--- src/rtl/line_buffer_ctrl.sv ---
// line_buffer_ctrl: sequences writes into three rotating line buffers and flags complete 3x3 windows.
module line_buffer_ctrl #(
  parameter int IMG_W = 640,
  parameter int IMG_H = 480,
  parameter int CW = 10,
  parameter int RW = 9
) (
  input  logic          clk,
  input  logic          rst,
  input  logic          start_i,
  input  logic          pix_valid_i,
  output logic [2:0]    we_o,
  output logic [1:0]    top_sel_o,
  output logic [CW-1:0] col_o,
  output logic [RW-1:0] row_o,
  output logic          win_valid_o,
  output logic          busy_o,
  output logic          done_o
);
  typedef enum logic [1:0] {IDLE, FILL, RUN, DONE} state_t;
  state_t        state_q, state_d;
  logic [CW-1:0] col_q, col_d;
  logic [RW-1:0] row_q, row_d;
  logic [1:0]    wr_idx_q, wr_idx_d;
  logic          win_valid_q, win_valid_d;
  logic          accept, last_col, start;
  always_comb begin
    busy_o      = (state_q == FILL) || (state_q == RUN);
    accept      = busy_o && pix_valid_i;
    start       = (state_q == IDLE) && start_i;
    last_col    = col_q == CW'(IMG_W - 1);
    win_valid_d = accept && (row_q >= RW'(2)) && (col_q >= CW'(2));
    col_d       = start ? '0 : accept ? (last_col ? '0 : col_q + 1'b1) : col_q;
    row_d       = start ? '0 : (accept && last_col) ? row_q + 1'b1 : row_q;
    wr_idx_d    = start ? 2'd0 : (accept && last_col) ? (wr_idx_q == 2'd2 ? 2'd0 : wr_idx_q + 2'd1) : wr_idx_q;
    state_d     = state_q;
    case (state_q)
      IDLE: state_d = start_i ? FILL : IDLE;
      FILL: state_d = (accept && last_col && row_q == RW'(1)) ? RUN : FILL;
      RUN:  state_d = (accept && last_col && row_q == RW'(IMG_H - 1)) ? DONE : RUN;
      DONE: state_d = IDLE;
      default: state_d = IDLE;
    endcase
    we_o        = accept ? 3'b001 << wr_idx_q : 3'b000;
    top_sel_o   = wr_idx_q == 2'd2 ? 2'd0 : wr_idx_q + 2'd1;
    col_o       = col_q;
    row_o       = row_q;
    win_valid_o = win_valid_q;
    done_o      = state_q == DONE;
  end
  always_ff @(posedge clk or posedge rst) begin
    if (rst) begin
      state_q     <= IDLE;
      col_q       <= '0;
      row_q       <= '0;
      wr_idx_q    <= 2'd0;
      win_valid_q <= 1'b0;
    end else begin
      state_q     <= state_d;
      col_q       <= col_d;
      row_q       <= row_d;
      wr_idx_q    <= wr_idx_d;
      win_valid_q <= win_valid_d;
    end
  end
endmodule

--- config.mk ---
export PLATFORM = sky130hd
export DESIGN_NAME = line_buffer_ctrl
export DESIGN_NICKNAME = d
export VERILOG_FILES = /design/src/rtl/line_buffer_ctrl.sv
export SDC_FILE = /design/constraint.sdc
export NUM_CORES = 1
export LEC_CHECK = 0
export BUFFER_PORTS_ARGS = -buffer_cell sky130_fd_sc_hd__buf_4
export CAP_MARGIN = 10
export CORE_UTILIZATION = 45
export CTS_CLUSTER_DIAMETER = 120
export DETAILED_ROUTE_END_ITERATION = 16
export PLACE_DENSITY_LB_ADDON = 0.15
export RECOVER_POWER = 50
export SLEW_MARGIN = 15
export SYNTH_ARGS = -nofsm -noshare
export SYNTH_HDL_FRONTEND = slang
export SYNTH_SLANG_ARGS = --single-unit
--- constraint.sdc ---
create_clock -name clk -period 3.2 [get_ports clk]
set_clock_uncertainty 0.15 [all_clocks]
set_input_delay 0.32 -clock clk [delete_from_list [all_inputs] [get_ports clk]]
set_output_delay 0.32 -clock clk [all_outputs]
set_load 0.1 [all_outputs]
Word-level counts from Yosys, hierarchy flattened
Index checks and enable logic that the tools add are counted.
{"block": "op_classes", "n_eq_ne": 7, "order_cmp": 2, "n_shift": 1, "n_addsub": 3, "bitwise": 0, "muxes": 13, "n_div": 0, "reduce_logical": 11, "mul": 0}
{"op": "10-bit two-way mux", "count": 3}
{"op": "9-bit two-way mux", "count": 2}
{"op": "10-bit by 1-bit adder with 10-bit output, second input constant", "count": 1}
{"op": "10-bit equality test, second input constant", "count": 1}
{"op": "10-bit by 2-bit greater-or-equal comparator with 1-bit output, second input constant", "count": 1}
{"op": "9-bit by 1-bit adder with 9-bit output, second input constant", "count": 1}
{"op": "9-bit by 1-bit equality test with 1-bit output, second input constant", "count": 1}
{"op": "9-bit equality test, second input constant", "count": 1}
{"op": "9-bit by 2-bit greater-or-equal comparator with 1-bit output, second input constant", "count": 1}
{"op": "2-bit two-way mux", "count": 4}
{"op": "2-bit one-hot mux with 4 select lines", "count": 1}
{"op": "1-bit logical AND", "count": 7}
{"op": "2-bit equality test, second input constant", "count": 3}
{"op": "2-bit nonzero test", "count": 2}
{"op": "3-bit two-way mux", "count": 1}
{"op": "1-bit by 2-bit << shifter with 3-bit output, first input constant", "count": 1}
{"op": "2-bit by 1-bit adder with 2-bit output, second input constant", "count": 1}
{"op": "2-bit by 1-bit equality test with 1-bit output, second input constant", "count": 1}
{"op": "2-bit logical NOT", "count": 1}
{"op": "1-bit two-way mux", "count": 2}
{"op": "1-bit logical OR", "count": 1}
{"block": "totals", "register_bits": 24, "latch_bits": 0, "ramBits": 0, "memories": 0, "rom_bits": 0, "elab_cells": 42}

Depth between registers and ports, before layout
Gate-level depths: netlist of run 1.
{"block": "depth", "depth_word": 7, "mapped_depth": 7}

Worst setup path after synthesis of run 1
OpenSTA, ideal clock, no wires.
{"block": "synth_path", "path_kind": "register to output", "start": "reg state_q[0]", "end": "out we_o[2]", "required_time_ns": 2.730, "path_stages_with_launch": 6, "arrival_ns": 3.972, "setup_slack_ns": -1.242, "cell_sequence": "dfrtp_1 -> inv_1 -> ha_1 -> nand2_1 -> clkbuf_1 -> nor3b_1"}
{"block": "synth_via", "elab_chain_cells": 4, "elab_cells_between_ends": 5}
{"element": "start, declared", "line": "21", "source": "state_t state_q, state_d;"}
{"element": "start signal, assigned", "line": "59", "source": "state_q <= state_d;"}
{"element": "2-bit by 1-bit equality test with 1-bit output / 2-bit equality test (equally long branches)", "line": "28", "source": "busy_o = (state_q == FILL) || (state_q == RUN);"}
{"element": "1-bit logical OR (*)", "line": "28"}
{"element": "named net busy_o", "line": "17", "source": "output logic busy_o,"}
{"element": "1-bit logical AND (*)", "line": "29", "source": "accept = busy_o && pix_valid_i;"}
{"element": "3-bit two-way mux (*)", "line": "44", "source": "we_o = accept ? 3'b001 << wr_idx_q : 3'b000;"}
{"element": "end, declared", "line": "12", "source": "output logic [2:0] we_o,"}
Mark *: on every way through the listed nets, which the timed path passes. The rest lies on a longest branch.

Final worst setup path of run 1
{"block": "layout_path", "start": "reg state_q[0]", "end": "reg row_q[8] (netlist: row_o[8])"}
{"block": "layout_via", "elab_chain_cells": 5, "elab_cells_between_ends": 9}
{"element": "2-bit by 1-bit equality test with 1-bit output / 2-bit equality test (equally long branches)", "line": "28"}
{"element": "1-bit logical OR", "line": "28"}
{"element": "1-bit logical AND", "line": "29"}
{"element": "1-bit logical AND", "line": "34", "source": "row_d = start ? '0 : (accept && last_col) ? row_q + 1'b1 : row_q;"}
{"element": "2-bit nonzero test (no line)"}
{"element": "end signal, assigned", "line": "61", "source": "row_q <= row_d;"}
{"element": "end, declared", "line": "23", "source": "logic [RW-1:0] row_q, row_d;"}
Several ways; a longest one is shown, not always the timed one.
A chain may end at the register's enable or synchronous reset.

==> impl_metrics.ini, run 1 <==
[outcome]
outcome = complete, no violations

[clock_tree]
cts_hold_buf = 0
cts_sinks = 24
cts_buffers = 3
cts.clk_slew.worst_paths_ns = 0.13
cts_setup_buffers = 0
clock_latency_ns = 0.31
cts-root-buf = clkbuf_4
cts_tree = built
htree_levels = 1
clockBufferDepth = 2
ctsResizeCount = 0

[timing]
fin_crit_sh = 0.8006
slew_headroom = 0.2208
fin_setup_tns_ns = 0
rsz0062_at_grt = no
timing.hold.ws_ns = 0.05312
slew_violations = 0
fin_ws_ns = 0.6380
worst_pin_slew_ns = 1.174
finalHoldViolCount = 0
setup_viol = 0
fmax_ghz = 0.3903
fin_crit_ns = 2.562

[detailed_routing]
drt-pass1-iter-count = 4
vias = 1243
via_per_inst = 5.500
first_iter_violations = 59
drcViolationCount = 0
drtAntennaViolNets = 0
wl_um = 3176
wire_per_inst_um = 14.05

[yosys]
yosysMostFrequentCell = dfrtp_1
synthArstFlopShare = 1.000
netlist_top_cells_count = 24 x dfrtp_1, 17 x nand2_1, 16 x nor2_1, 10 x ha_1, 9 x xnor2_1
synth_area_per_cell_um2 = 9.189
yosys_warnings = 0
synth.largest_area_cell = dfrtp_1
synth_edf_count = 0
synth_fp_nets = 168
yosysTopAreaCellShare = 0.4244
synth_cell_types = 38
synth_flop_cell = dfrtp_1
ys_seq_area_frac = 0.4244
synthTopCellsByArea = dfrtp_1 42%, ha_1 8.8%, xnor2_1 5.6%
ys_seq_elements = 24
netlist_area_um2 = 1415
synthCells = 154

[die]
die_height_um = 58.08
ios = 31
design.die.area_um2 = 3373
die_w_um = 58.08
start_util = 0.4920
rows = 19
core_area_um2 = 2877

[grt]
antenna_found_initial = 0
overflow = 0
grt_pass1_wl_um = 5333
grt_max_degree = 25
grtUsageTotal = 0.2054
grt_pass1_vias = 1154

[pwr]
switching_share = 0.4720
p_leak_nw = 0.7262
clockPowerShare = 0.155
p_total_mw = 0.8421
switching_power_mw = 0.3974
powerDensity_nw_per_um2 = 499.6
seqPwrFrac = 0.411
peakVddDrop_uv = 454.4
pwr-share-comb = 0.434
power.internal_mw = 0.4446

[critical_path]
cp.required_ns = 3.29
r2r_end = row_o[8]
cp_data_arrival_time_ns = 2.66
crit_path_end_kind = flip-flop
crit_fanout = 7
timing.reg2reg.setup_slack_ns = 0.64
reg2reg_depth = 6
critical_path_class = flip-flop to flip-flop
r2r-start = state_q[0]
critPathLaunchType = flip-flop

[finish]
drive_gt1_frac = 0.1685
nNetsFinal = 200
final_area_um2 = 1685
area_growth_syn_to_layout_pct = 19.10
instances_no_fill = 226
final_util = 0.5859
num_antenna_cells = 0

[flow_run]
cap_violations = 0

[placement]
placed_area_um2 = 1712
gp_congestion = 0.8203
placedCellCount = 223
io_buffers = 30
dp_hpwl_um = 2368
dp_worst_setup_slack_ns = 0.7058

[worst_hold_path]
hold_class = primary input to async pin
sequential cells by signal (all words and copies together), names as in the netlist, named ones only:
name	cells
wr_idx_q	2
state_q	1
col_o	10
win_valid_o	1
row_o	9
power by group through the flow:
stage / registers, mW / logic (mW) / clock network, mW
detailed placement: 0.352 / 0.375 / 0
global placement: 0.348 / 0.372 / 0
global route: 0.350 / 0.391 / 0.149
floorplan: 0.434 / 0.213 / 0
CTS: 0.346 / 0.377 / 0.137
finish: 0.346 / 0.366 / 0.130
cells by family (layout without fill, tap and decap cells):
kind of cell / after synthesis / count (layout) / share of synthesized area
flops: 24 / 24 / 0.4244
compound gates: 21 / 21 / 0.09108
buf+inv: 11 / 41 / 0.03006
fa+ha+maj: 10 / 10 / 0.08842
simple gates: 77 / 77 / 0.2980
xor+xnor: 11 / 11 / 0.06809
layout make-up:
cell class | count | area (um^2)
repair buffers | 31 | 183.9
well taps | 42 | 52.55
flip-flops and latches | 24 | 600.6
clock buffers | 3 | 22.52
multi-input cells | 119 | 799.5
fillers | 276 | 1191
inverters | 7 | 26.28
metal layers:
| metal | part of all wire | vias to the layer above | wire [um] | global-route usage |
|---|---|---|---|---|
| met5 | 0 | - | 0 | 0 |
| met2 | 0.46 | 36 | 1448 | 0.3153 |
| met4 | 0.0054 | 0 | 17 | 0.03061 |
| li1 | - | 609 | - | - |
| met1 | 0.49 | 596 | 1544 | 0.3026 |
| met3 | 0.052 | 2 | 166 | 0.04911 |
critical path, cell delays in order (launching register included):
cell and delay (ns):
dfrtp_1 0.43, inv_1 0.12, ha_1 0.38, nand2_1 0.11
or4_1 0.63, or4_1 0.54, a21oi_1 0.15
how the worst max path moves through the flow:
stage | slack [ns] | cells after the start | from | to
floorplan | 0.06 | 7 | state_q[0] | row_o[6]
global placement | 0.82 | 6 | state_q[0] | row_o[8]
detailed placement | 0.71 | 6 | state_q[0] | row_o[8]
CTS | 0.67 | 6 | state_q[0] | row_o[8]
global route | 0.48 | 6 | state_q[0] | row_o[8]
finish | 0.64 | 6 | state_q[0] | row_o[8]
placed cells by master, fill, tap and decap left out, types with 2 or more instances in the layout:
cell / netlist / routed
dfrtp_1: 24 / 24
inv_1: 7 / 7
nor4_1: 4 / 4
or3_1: 3 / 3
nand2_1: 17 / 17
buf_4: 0 / 17
nand3_1: 6 / 6
xor2_1: 2 / 2
nor4b_1: 2 / 2
nor2b_2: 0 / 2
nor3_1: 6 / 5
nor2_1: 16 / 16
clkbuf_4: 0 / 4
o211ai_1: 2 / 2
o21ai_0: 4 / 4
a21oi_1: 8 / 8
clkbuf_1: 3 / 13
nand4_1: 2 / 2
or4_1: 6 / 6
ha_1: 10 / 10
xnor2_1: 9 / 9
(Power assumes the default switching activity.)
==> inputs of run 2 (changes only) <==
clock period = 2.6 ns   (was 3.2 ns; I/O delays follow)
==> run 2 against run 1 <==
  * Combinational power up 28%
  * Register-to-register slack lost 0.40 ns
  * Die area did not move
  * The flow now finishes with violations (negative hold slack)
  * Sequential power up 25%
  * Flip-flop and latch count did not move
  * Via count up 1.4%
  * Cell area grew 4.0%
  * Total power rose by 31%
  * Sequential share of layout area fell by 0.37 points
  * Final cell count increased by 1.3%
==> impl_metrics.ini, run 2 (synthesized netlist as in run 1, its figures left out) <==
[outcome]
outcome = complete, but fails checks
violations = negative hold slack

[critical_path]
r2r-start = state_q[0]
critical_path.max_stage_delay_ns = 0.42
cp_data_arrival_time_ns = 1.97
path_common_cell = buf_4
cp_slowest_cell = dfrtp_1
crit_path_end_kind = output pin
crit_chain = inv_1 > ha_4 > nand2_1 > buf_4 > nor3b_4 > buf_4
cp.required_ns = 2.19
crit_start = state_q[0]
crit_fanout = 8
critical_path_class = flip-flop to output pin
critPathLaunchType = flip-flop

[finish]
final_util = 0.6094
drive_gt1_frac = 0.2567
final_common_cell = buf_4
fillCellCount = 250
nNetsFinal = 202
num_antenna_cells = 0
instances_no_fill = 229
area_growth_syn_to_layout_pct = 23.87
largest_reg_flops = 10
layout_common_cells = 19 x buf_4, 17 x nand2_1, 16 x nor2_1

[clock_tree]
cts_setup_buffers = 0
cts_buffers = 3
clock_latency_ns = 0.32
ctsResizeCount = 0
clockBufferDepth = 2
cts_sinks = 24
cts.clk_slew.worst_paths_ns = 0.14
cts-root-buf = clkbuf_4
cts_hold_buf = 0
cts_tree = built
htree_levels = 1

[pwr]
seqPwrFrac = 0.393
p_total_mw = 1.101
power.internal_mw = 0.5987
peakVddDrop_uv = 780.8
powerDensity_nw_per_um2 = 628.2
switching_power_mw = 0.5024
pwr-share-comb = 0.425
clockPowerShare = 0.183
switching_share = 0.4563
p_leak_nw = 0.7260

[detailed_routing]
route.met3.wl_um = 129
drtAntennaViolNets = 0
drt-pass1-iter-count = 4
vias = 1260
wire_per_inst_um = 14.68
wl_um = 3361
highest_layer = met4
first_iter_violations = 56
met1_length_um = 1627
via_per_inst = 5.502
drcViolationCount = 0
wl_met2_um = 1558

[die]
design.die.area_um2 = 3373
die_height_um = 58.08
die_w_um = 58.08
start_util = 0.4920
core_area_um2 = 2877
rows = 19
ios = 31

[timing]
fin_crit_ns = 2.383
setup_viol = 0
fmax_ghz = 0.4196
timing.hold.ws_ns = -0.01587
rsz0062_at_grt = no
slew_violations = 0
slew_headroom = 0.2186
worst_pin_slew_ns = 1.177
finalHoldViolCount = 24
fin_setup_tns_ns = 0
fin_crit_sh = 0.9166

[grt]
overflow = 0
grt_pass1_wl_um = 6058
antenna_found_initial = 0
grt_pass1_vias = 1285
grtUsageTotal = 0.2351
grt_max_degree = 25

[worst_hold_path]
hold_class = primary input to async pin

[placement]
dp_hpwl_um = 2491
io_buffers = 30
placedCellCount = 225
gp_congestion = 0.8533

[flow_run]
cap_violations = 0
-- run 2: power by group through the flow --
stage	Clock, mW	Combinational, mW	Sequential (mW)
after floorplan	0	0.288	0.541
after global placement	0	0.476	0.437
after detailed placement	0	0.480	0.440
after CTS	0.211	0.483	0.433
after global routing	0.227	0.502	0.437
final	0.201	0.468	0.432
-- run 2: critical path, delay by kind of cell (launching register included) --
family                   cells  cell delay, ns
adder cells (fa/ha/maj)      1            0.31
AND/OR/NAND/NOR              2            0.28
buffers and inverters        3            0.64
flip-flops                   1            0.42
-- run 2: worst paths after layout --
| path | slack, ns | end | cells past startpoint |
|---|---|---|---|
| worst max-delay path | 0.22 | we_o[2] | 6 |
| worst min-delay path | -0.02 | row_o[6] | 2 |
| worst max register to register | 0.24 | row_o[8] | 6 |
| worst min register to register | 0.41 | flip-flop | 1 |
| max in group asynchronous | 1.65 | col_o[1] | 2 |
| min in group clk | 0.05 | state_q[0] | 3 |
-- run 2: final cells by class --
type,instances,area (um^2),share of cell area
timing repair buffer,33,198.9,0.1135
clock buffer,4,36.28,0.02070
tap,42,52.55,0.02998
sequential,24,618.1,0.3526
multi-input combinational,119,820.8,0.4682
inverter,7,26.28,0.01499
-- run 2: through the flow --
stage	cell area (um^2)	worst slack, ns	hold WS [ns]
finish	1753	0.2169	-0.01587
global route	1753	0.07255	0.01910
CTS	1798	0.1299	0.009602
detailed placement	1762	0.1719	0.3735
global placement	1762	0.2740	0.3515
floorplan	1481	0.007914	0.1239
-- run 2: metal layers --
metal  track usage  vias up
met3       0.04018        4
met2        0.3744       30
met5             0        -
met4        0.1088        0
met1        0.3125      608
li1              -      618
==> inputs of run 3 (changes only) <==
ABC_AREA = 1   (was unset)
==> run 3 against run 2 <==
  * The run now ends clean
  * Utilization fell by 4.1 points
  * Die area up 14%
  * Worst setup slack improved by 0.11 ns
  * Sequential power up 34%
  * Clock power is 41% higher
  * Synthesized cell count increased by 42%
  * Flip-flop and latch count is the same
  * Global-route usage fell by 3.1 points
  * First-iteration DRC count grew 36%
  * Register-to-register slack better by 0.30 ns
  * Cell area up 10%
  * Combinational power grew to 3.0 times the previous value
  * Highest routed layer unchanged
==> impl_metrics.ini, run 3 <==
[outcome]
outcome = complete, no violations

[detailed_routing]
highest_layer = met4
wl_um = 3349
first_iter_violations = 76
via_per_inst = 4.868
wire_per_inst_um = 11.31
drtAntennaViolNets = 0
drt-pass1-iter-count = 5
route.met3.wl_um = 111
drcViolationCount = 0
vias = 1441
met1_length_um = 1737
wl_met2_um = 1461

[critical_path]
crit_path_end_kind = output pin
reg2reg_depth = 9
critical_path.max_stage_delay_ns = 0.43
timing.reg2reg.setup_slack_ns = 0.54
cp_data_arrival_time_ns = 1.86
crit_fanout = 8
path_delay_family = flip-flops
r2r-start = state_q[0]
cp.required_ns = 2.19
crit_chain = inv_1 > ha_4 > nand2_2 > nor3_4 > buf_4
critical_path_class = flip-flop to output pin
cp_slowest_cell = dfrtp_1
cp.buffers_inverters = 2
r2r_end = col_o[7]
critPathLaunchType = flip-flop

[yosys]
synthTopCellsByArea = dfrtp_1 37%, nand2_1 9.0%, inv_1 8.1%
yosysMostFrequentCell = nand2_1
synth_flop_cell = dfrtp_1
synth.largest_area_cell = dfrtp_1
synthArstFlopShare = 1.000
synth_cell_types = 27
yosys_warnings = 0
muxShareOfSynthArea = 0
synth_compound_area_frac = 0.1026
synth_fp_nets = 232
synth_simple_gate_area_frac = 0.3387
synth_top_family_by_area = simple AND/OR/NAND/NOR gates
yosysTopAreaCellShare = 0.3704
ys_seq_elements = 24
netlist_top_cells_count = 39 x nand2_1, 35 x inv_1, 31 x nor2_1, 24 x dfrtp_1, 24 x nand3_1
yosys.area_share.adder = 0.07716
ys_seq_area_frac = 0.3704
synth-xor-area-share = 0.005401
netlist_area_um2 = 1622
synthCells = 218
synth_edf_count = 0
synth_area_per_cell_um2 = 7.438

[finish]
nNetsFinal = 265
final_util = 0.5688
final_common_cell = nand2_1
layout_common_cells = 39 x nand2_1, 35 x inv_1, 31 x nor2_1
area_growth_syn_to_layout_pct = 18.90
num_antenna_cells = 0
drive_gt1_frac = 0.1880
largest_reg_flops = 10

[timing]
fin_ws_ns = 0.3251
fin_crit_ns = 2.275
setup_viol = 0
fmax_ghz = 0.4396
fin_setup_tns_ns = 0
rsz0062_at_grt = no
fin_crit_sh = 0.8750
finalHoldViolCount = 0
slew_headroom = 0.1447
slew_violations = 0
worst_pin_slew_ns = 1.283

[clock_tree]
ctsResizeCount = 0
clock_latency_ns = 0.34
clockBufferDepth = 2
cts_tree = built
cts_hold_buf = 1
cts_buffers = 3
cts.clk_slew.worst_paths_ns = 0.14
cts_setup_buffers = 0
cts-root-buf = clkbuf_4
htree_levels = 1
cts_sinks = 24

[pwr]
seqPwrFrac = 0.255
clockPowerShare = 0.124
powerDensity_nw_per_um2 = 1184
switching_share = 0.6028
peakVddDrop_uv = 857.3
power.internal_mw = 0.9070
p_total_mw = 2.283
pwr-share-comb = 0.622
p_leak_nw = 0.9472
switching_power_mw = 1.376

[die]
die_w_um = 62.03
rows = 21
design.die.area_um2 = 3848
ios = 31
die_height_um = 62.03
start_util = 0.4784
core_area_um2 = 3390

[grt]
grt_max_degree = 25
grt_pass1_wl_um = 5809
antenna_found_initial = 0
overflow = 0
grt_pass1_vias = 1341
grtUsageTotal = 0.2036

[worst_hold_path]
min-delay-start = start_i
hold_class = primary input to flip-flop
min_to = state_q[0]
holdPathStages = 3

[placement]
io_buffers = 30
dp_worst_setup_slack_ns = 0.5209
dp_hpwl_um = 2530
gp_congestion = 0.7844

[flow_run]
cap_violations = 0
==> run 3: cell types whose count changed in the layout (fill, tap and decap cells not counted), moves of 5 or more <==
cell	delta
or4_1	-5
nand2_1	+22
dfrtp_1	+12
dfrtp_2	-11
nand2_2	+6
inv_1	+28
o21ai_2	+6
nor2_1	+15
nand3_1	+18
xnor2_1	-9
==> run 3: worst max path at each step <==
stage | cells past startpoint | start | endpoint
after detailed placement | 9 | state_q[0] | col_o[7]
after global placement | 9 | state_q[0] | col_o[7]
after floorplan | 6 | state_q[0] | wr_idx_q[1]
after global routing | 5 | state_q[0] | we_o[1]
final | 5 | state_q[0] | we_o[1]
after CTS | 5 | state_q[0] | we_o[1]
==> run 3: final cells by class <==
class,instances,area [um^2]
well taps,46,57.56
multi-input cells,155,895.9
fillers,346,1461
clock buffers,3,22.52
repair buffers,32,190.2
flip-flops and latches,24,600.6
inverters,35,131.4
clock inverters,1,30.03
==> run 3: power groups by stage <==
stage	logic (mW)	clock network, mW	registers (mW)
after CTS	1.47	0.287	0.583
after global placement	1.45	0	0.586
after detailed placement	1.46	0	0.592
after global routing	1.53	0.301	0.598
after floorplan	0.794	0	1.02
final	1.42	0.283	0.581
==> run 3: logic make-up (layout without fill, tap and decap cells) <==
| logic type | Yosys count | count (layout) |
|---|---|---|
| simple gates | 119 | 119 |
| buf+inv | 39 | 71 |
| compound gates | 25 | 25 |
| flops | 24 | 24 |
| fa+ha+maj | 10 | 10 |
| xor+xnor | 1 | 1 |
==> run 3: routing by layer <==
metal  up-vias  global-route usage
li1        760                   -
met1       649              0.2903
met2        26              0.3222
met3         6             0.02484
met4         0             0.06032
met5         -                   0
==> run 3: worst min-delay path, delay by kind of cell <==
kind	cells	cell delay (ns)
simple gates	1	0.09
buf+inv	1	0.12
compound gates	1	0.05
==> run 3: stage by stage <==
| stage | instances | hold slack (ns) | instance area [um^2] |
|---|---|---|---|
| finish | 296 | 0.07550 | 1928 |
| global route | 296 | 0.07852 | 1928 |
| CTS | 296 | 0.06675 | 1981 |
| detailed placement | 291 | 0.1835 | 1918 |
| global placement | 291 | 0.1877 | 1918 |
| floorplan | 218 | 0.1246 | 1668 |
